===== config.mk =====
export PLATFORM = sky130hd
export DESIGN_NAME = regfile_sb
export DESIGN_NICKNAME = d
export VERILOG_FILES = /design/src/rtl/regfile_sb.sv
export SDC_FILE = /design/constraint.sdc
export NUM_CORES = 2
export LEC_CHECK = 0
export BUFFER_PORTS_ARGS = -buffer_cell sky130_fd_sc_hd__buf_2
export CORE_ASPECT_RATIO = 1.4
export CORE_MARGIN = 1.5
export CORE_UTILIZATION = 37
export DETAILED_ROUTE_END_ITERATION = 8
export PLACE_DENSITY = 0.6
export SLEW_MARGIN = 20
export SYNTH_ARGS = -nofsm -noshare
export SYNTH_HDL_FRONTEND = slang
export SYNTH_SLANG_ARGS = --single-unit
export TNS_END_PERCENT = 50

===== constraint.sdc =====
create_clock -name clk -period 48.9 [get_ports clk]
set_input_delay 2.445 -clock clk [delete_from_list [all_inputs] [get_ports clk]]
set_output_delay 2.445 -clock clk [all_outputs]
set_load 0.01 [all_outputs]

===== src/rtl/regfile_sb.sv =====
// Multi-port register file with byte-enable writes, optional hardwired-zero
// register 0, write-to-read bypass and a per-register pending-write scoreboard.
// Decode reads and reserves destinations; writeback writes and releases them.
module regfile_sb #(
    parameter int DATA_W   = 32,
    parameter int ADDR_W   = 5,
    parameter int NUM_RD   = 2,
    parameter int ZERO_REG = 1,
    parameter int BYPASS   = 1
) (
    input  logic                       clk,
    input  logic                       clr,
    input  logic [NUM_RD*ADDR_W-1:0]   rd_addr,
    output logic [NUM_RD*DATA_W-1:0]   rd_data,
    output logic [NUM_RD-1:0]          rd_busy,
    input  logic                       wr_en,
    input  logic [ADDR_W-1:0]          wr_addr,
    input  logic [DATA_W-1:0]          wr_data,
    input  logic [DATA_W/8-1:0]        wr_be,
    input  logic                       rsv_en,
    input  logic [ADDR_W-1:0]          rsv_addr,
    output logic [ADDR_W:0]            busy_cnt
);

    localparam int DEPTH = 1 << ADDR_W;
    localparam int NB    = DATA_W / 8;

    logic [DATA_W-1:0] mem_q [DEPTH];
    logic [DEPTH-1:0]  busy_q;
    logic [DEPTH-1:0]  busy_d;
    logic [ADDR_W:0]   cnt_q;
    logic [ADDR_W:0]   cnt_d;

    logic              wr_ok;
    logic              rsv_ok;
    logic [DATA_W-1:0] wr_merged;

    // A protected register 0 swallows both writes and reservations.
    assign wr_ok  = wr_en  && !((ZERO_REG != 0) && (wr_addr  == '0));
    assign rsv_ok = rsv_en && !((ZERO_REG != 0) && (rsv_addr == '0));

    // Stored value of the write target with the enabled bytes replaced.
    always_comb begin
        // NOTE: every variable written here gets a value on every path first, so no latch is inferred.
        wr_merged = mem_q[wr_addr];
        for (int b = 0; b < NB; b++) begin
            if (wr_be[b]) begin
                wr_merged[8*b +: 8] = wr_data[8*b +: 8];
            end
        end
    end

    // Register storage; writes land on the rising edge.
    always_ff @(posedge clk or posedge clr) begin
        if (clr) begin
            // NOTE: the array is cleared by reset because software-visible state must read 0 after clr, which forces flops instead of a RAM macro.
            for (int i = 0; i < DEPTH; i++) begin
                mem_q[i] <= '0;
            end
        end else if (wr_ok) begin
            // NOTE: sequential state uses non-blocking assignments so every flop samples pre-edge values.
            mem_q[wr_addr] <= wr_merged;
        end
    end

    // Next scoreboard: write releases first, then a reservation sets, so a same-address reserve wins.
    always_comb begin
        busy_d = busy_q;
        if (wr_ok) begin
            busy_d[wr_addr] = 1'b0;
        end
        if (rsv_ok) begin
            busy_d[rsv_addr] = 1'b1;
        end
    end

    // Population count of the next scoreboard so busy_cnt tracks busy_q exactly.
    always_comb begin
        cnt_d = '0;
        for (int i = 0; i < DEPTH; i++) begin
            cnt_d = cnt_d + {{ADDR_W{1'b0}}, busy_d[i]};
        end
    end

    // Scoreboard and counter registers.
    always_ff @(posedge clk or posedge clr) begin
        if (clr) begin
            busy_q <= '0;
            cnt_q  <= '0;
        end else begin
            busy_q <= busy_d;
            cnt_q  <= cnt_d;
        end
    end

    assign busy_cnt = cnt_q;

    // Independent combinational read ports with optional same-cycle forwarding.
    for (genvar p = 0; p < NUM_RD; p++) begin : g_rd
        logic [ADDR_W-1:0] addr;
        assign addr = rd_addr[p*ADDR_W +: ADDR_W];

        // Select stored, forwarded or hardwired-zero value for this port.
        always_comb begin
            rd_data[p*DATA_W +: DATA_W] = mem_q[addr];
            rd_busy[p]                  = busy_q[addr];
            if ((BYPASS != 0) && wr_ok && (addr == wr_addr)) begin
                rd_data[p*DATA_W +: DATA_W] = wr_merged;
                rd_busy[p]                  = rsv_ok && (rsv_addr == addr);
            end
            if ((ZERO_REG != 0) && (addr == '0)) begin
                rd_data[p*DATA_W +: DATA_W] = '0;
                rd_busy[p]                  = 1'b0;
            end
        end
    end

endmodule


==> results.json <==
{
  "r2r_setup_slack_ns": 43.80,
  "peakVddDrop_mv": 0.0976,
  "yosysWarnings": 0,
  "antenna_found_initial": 24,
  "post-route-min-period_ns": 10.93,
  "drt_iter0_drc": 6587,
  "yosys.area.top_type_share": 0.417,
  "synth_enable_flop_cells": 0,
  "hold_viol": 0,
  "hpwl_um": 161000,
  "fin_ws_ns": 37.97,
  "std_cell_rows": 180,
  "max_cap_viol_count": 0,
  "post-cts-setup-buffer-count": 0,
  "cts_tree": "yes",
  "ys.flop_type": "dfrtp_1",
  "synth_area_leaders": "dfrtp_1 (42%), mux4_2 (25%), o21ai_0 (7.3%)",
  "final.setup_skew_ns": 0.0205,
  "netlist_instances": 5653,
  "reg2reg_depth": 16,
  "start_util": 0.372,
  "cp_data_required_time_ns": 46.46,
  "grt.total_usage": 0.302,
  "async_reset_ff_frac": 1.00,
  "hp-class": "flop to flop",
  "root_buffer": "clkbuf_16",
  "critical_path.startpoint": "wr_addr[0]",
  "portBuffers": 131,
  "grt_max_degree": 186,
  "synth_common_cells": "nand2_1 (1,087), dfrtp_1 (1,062), o21ai_0 (930)",
  "r2r_end": "busy_cnt[4]$_DFF_PP0_",
  "syn_nets": 5744,
  "core-area_sq_um": 171000,
  "status": "finished clean",
  "antenna_left": 0,
  "dr.pass1.iters": 6,
  "period_share": 0.224,
  "setup_viol": 0,
  "crit_end": "rd_data[27]",
  "power_density_nw_per_um2": 43.1,
  "pre_cts_ws_ns": 37.95,
  "ioPinCount": 132,
  "clk_pin_slew_ns": 0.06,
  "slew_headroom": 0.140,
  "die_x_um": 354,
  "critPathKind": "input pin to output pin",
  "syn_to_final_growth_pct": 10.1,
  "r2r-start": "busy_q[21]$_DFF_PP0_",
  "grt_pass1_vias": 51188,
  "wire_per_inst_um": 33.9,
  "overflow": 0,
  "critPathMaxFanout": 91,
  "drc": 0,
  "yosysTopAreaCell": "dfrtp_1",
  "worst_pin_slew_ns": 1.29,
  "nets": 5527,
  "yosysMostFrequentCell": "nand2_1",
  "tns_ns": 0,
  "drive_above_1_share": 0.246,
  "hold_buffers": 0,
  "cts_made_buffers": 105,
  "max_freq_ghz": 0.0915,
  "grt_pass1_wl_um": 381000,
  "h-tree-depth": 3,
  "syn-cell-area_sq_um": 63700,
  "clock_path_buffers": 3,
  "p_leak_uw": 0.0296,
  "cts.sinks": 1062,
  "drv_slew": 0,
  "crit_path_end_kind": "output pin",
  "die_h_um": 494,
  "rsz0062_at_grt": "false",
  "ctsResizeCount": 0,
  "crit_arrival_ns": 8.49,
  "post_drt_via_cell_ratio": 6.61,
  "insertion_delay_ns": 0.75,
  "place_congestion": 0.909,
  "drt_wl_total_um": 265000,
  "startpoint_type": "input pin",
  "synth_area_per_cell_sq_um": 11.3,
  "ys_seq_area_frac": 0.417,
  "synth_seq_cells": 1062,
  "ys_types": 72,
  "die-area_sq_um": 175000,
  "num_vias": 51676
}
[power breakdown]
part | total, uW | internal (uW) | switching (uW) | leakage (uW)
logic | 927 | 448 | 479 | 0.0138
clock network | 880 | 505 | 375 | 0.00178
registers | 1220 | 1050 | 170 | 0.0140
[worst max-delay path, stage by stage]
cell	delay (ns)
buf_8	0.36
buf_12	0.65
buf_4	0.72
buf_4	0.69
buf_4	0.69
buf_4	0.68
mux4_2	0.58
a22oi_1	0.17
nand4_1	0.20
o22ai_4	0.68
a211oi_1	0.17
buf_2	0.19
[per-layer routing]
layer / up-vias / wire length (um) / GRT usage
met5: - / 134 / 0
met4: 18 / 23600 / 0.230
met3: 1094 / 31500 / 0.0913
met2: 3595 / 118000 / 0.457
met1: 26212 / 91500 / 0.361
li1: 20757 / - / -
[area by class of cell]
cell class | instances | area, sq um
clock inverters | 36 | 517
well taps | 2275 | 2850
fillers | 16147 | 101000
flip-flops and latches | 1062 | 26600
repair buffers | 299 | 2150
diodes | 15 | 37.5
multi-input cells | 3919 | 34700
clock buffers | 157 | 3130
inverters | 49 | 191
[worst min path at each step]
| stage | start | to | slack, ns | depth (start not counted) |
|---|---|---|---|---|
| 2_1_floorplan | mem_q[1000]$_DFFE_PP0P_ | mem_q[1000]$_DFFE_PP0P_ | 0.46 | 1 |
| 6_report | mem_q[1015]$_DFFE_PP0P_ | mem_q[1015]$_DFFE_PP0P_ | 0.42 | 0 |
| 5_1_grt | mem_q[1004]$_DFFE_PP0P_ | mem_q[1004]$_DFFE_PP0P_ | 0.43 | 0 |
| 4_1_cts | mem_q[1015]$_DFFE_PP0P_ | mem_q[1015]$_DFFE_PP0P_ | 0.42 | 0 |
| 3_5_place_dp | mem_q[1015]$_DFFE_PP0P_ | mem_q[1015]$_DFFE_PP0P_ | 0.41 | 0 |
| 3_3_place_gp | mem_q[996]$_DFFE_PP0P_ | mem_q[996]$_DFFE_PP0P_ | 0.40 | 0 |
[layout by cell type, fill, tap and decap left out, drive strengths merged, types with 67 or more instances in the layout]
cell    instances
a211oi         76
a21oi          67
a22oi         164
buf           298
clkbuf        158
dfrtp        1062
mux2           71
mux2i         243
mux4          718
nand2        1088
nor2           72
o21ai         962
o22ai         140
[flip-flops by register name, indices dropped and copies added (netlist names)]
name and flops:
busy_cnt 6, busy_q 32, mem_q 1024
[cell families after synthesis]
family | after synthesis | share of synthesized area
adders and majority gates | 31 | 0.00891
AOI/OAI and AO/OA | 1504 | 0.136
muxes | 1032 | 0.304
and+or+nand+nor | 1329 | 0.0846
DFF | 1062 | 0.417
xor gates and xnor gates | 23 | 0.00316
buffers and inverters | 672 | 0.0463
[metrics by stage]
stage | hold WS, ns | utilization | cell area, sq um | power [uW] | std cells
2_1_floorplan | 0.458 | - | 63700 | 1870 | 5653
3_3_place_gp | 0.396 | 0.387 | 66400 | 2130 | 7600
3_5_place_dp | 0.405 | 0.387 | 66400 | 2160 | 7600
4_1_cts | 0.420 | 0.409 | 70000 | 3030 | 7793
5_1_grt | 0.429 | 0.409 | 70100 | 3190 | 7798
6_report | 0.420 | 0.409 | 70200 | 3030 | 7812
(Power assumes the default switching activity.)
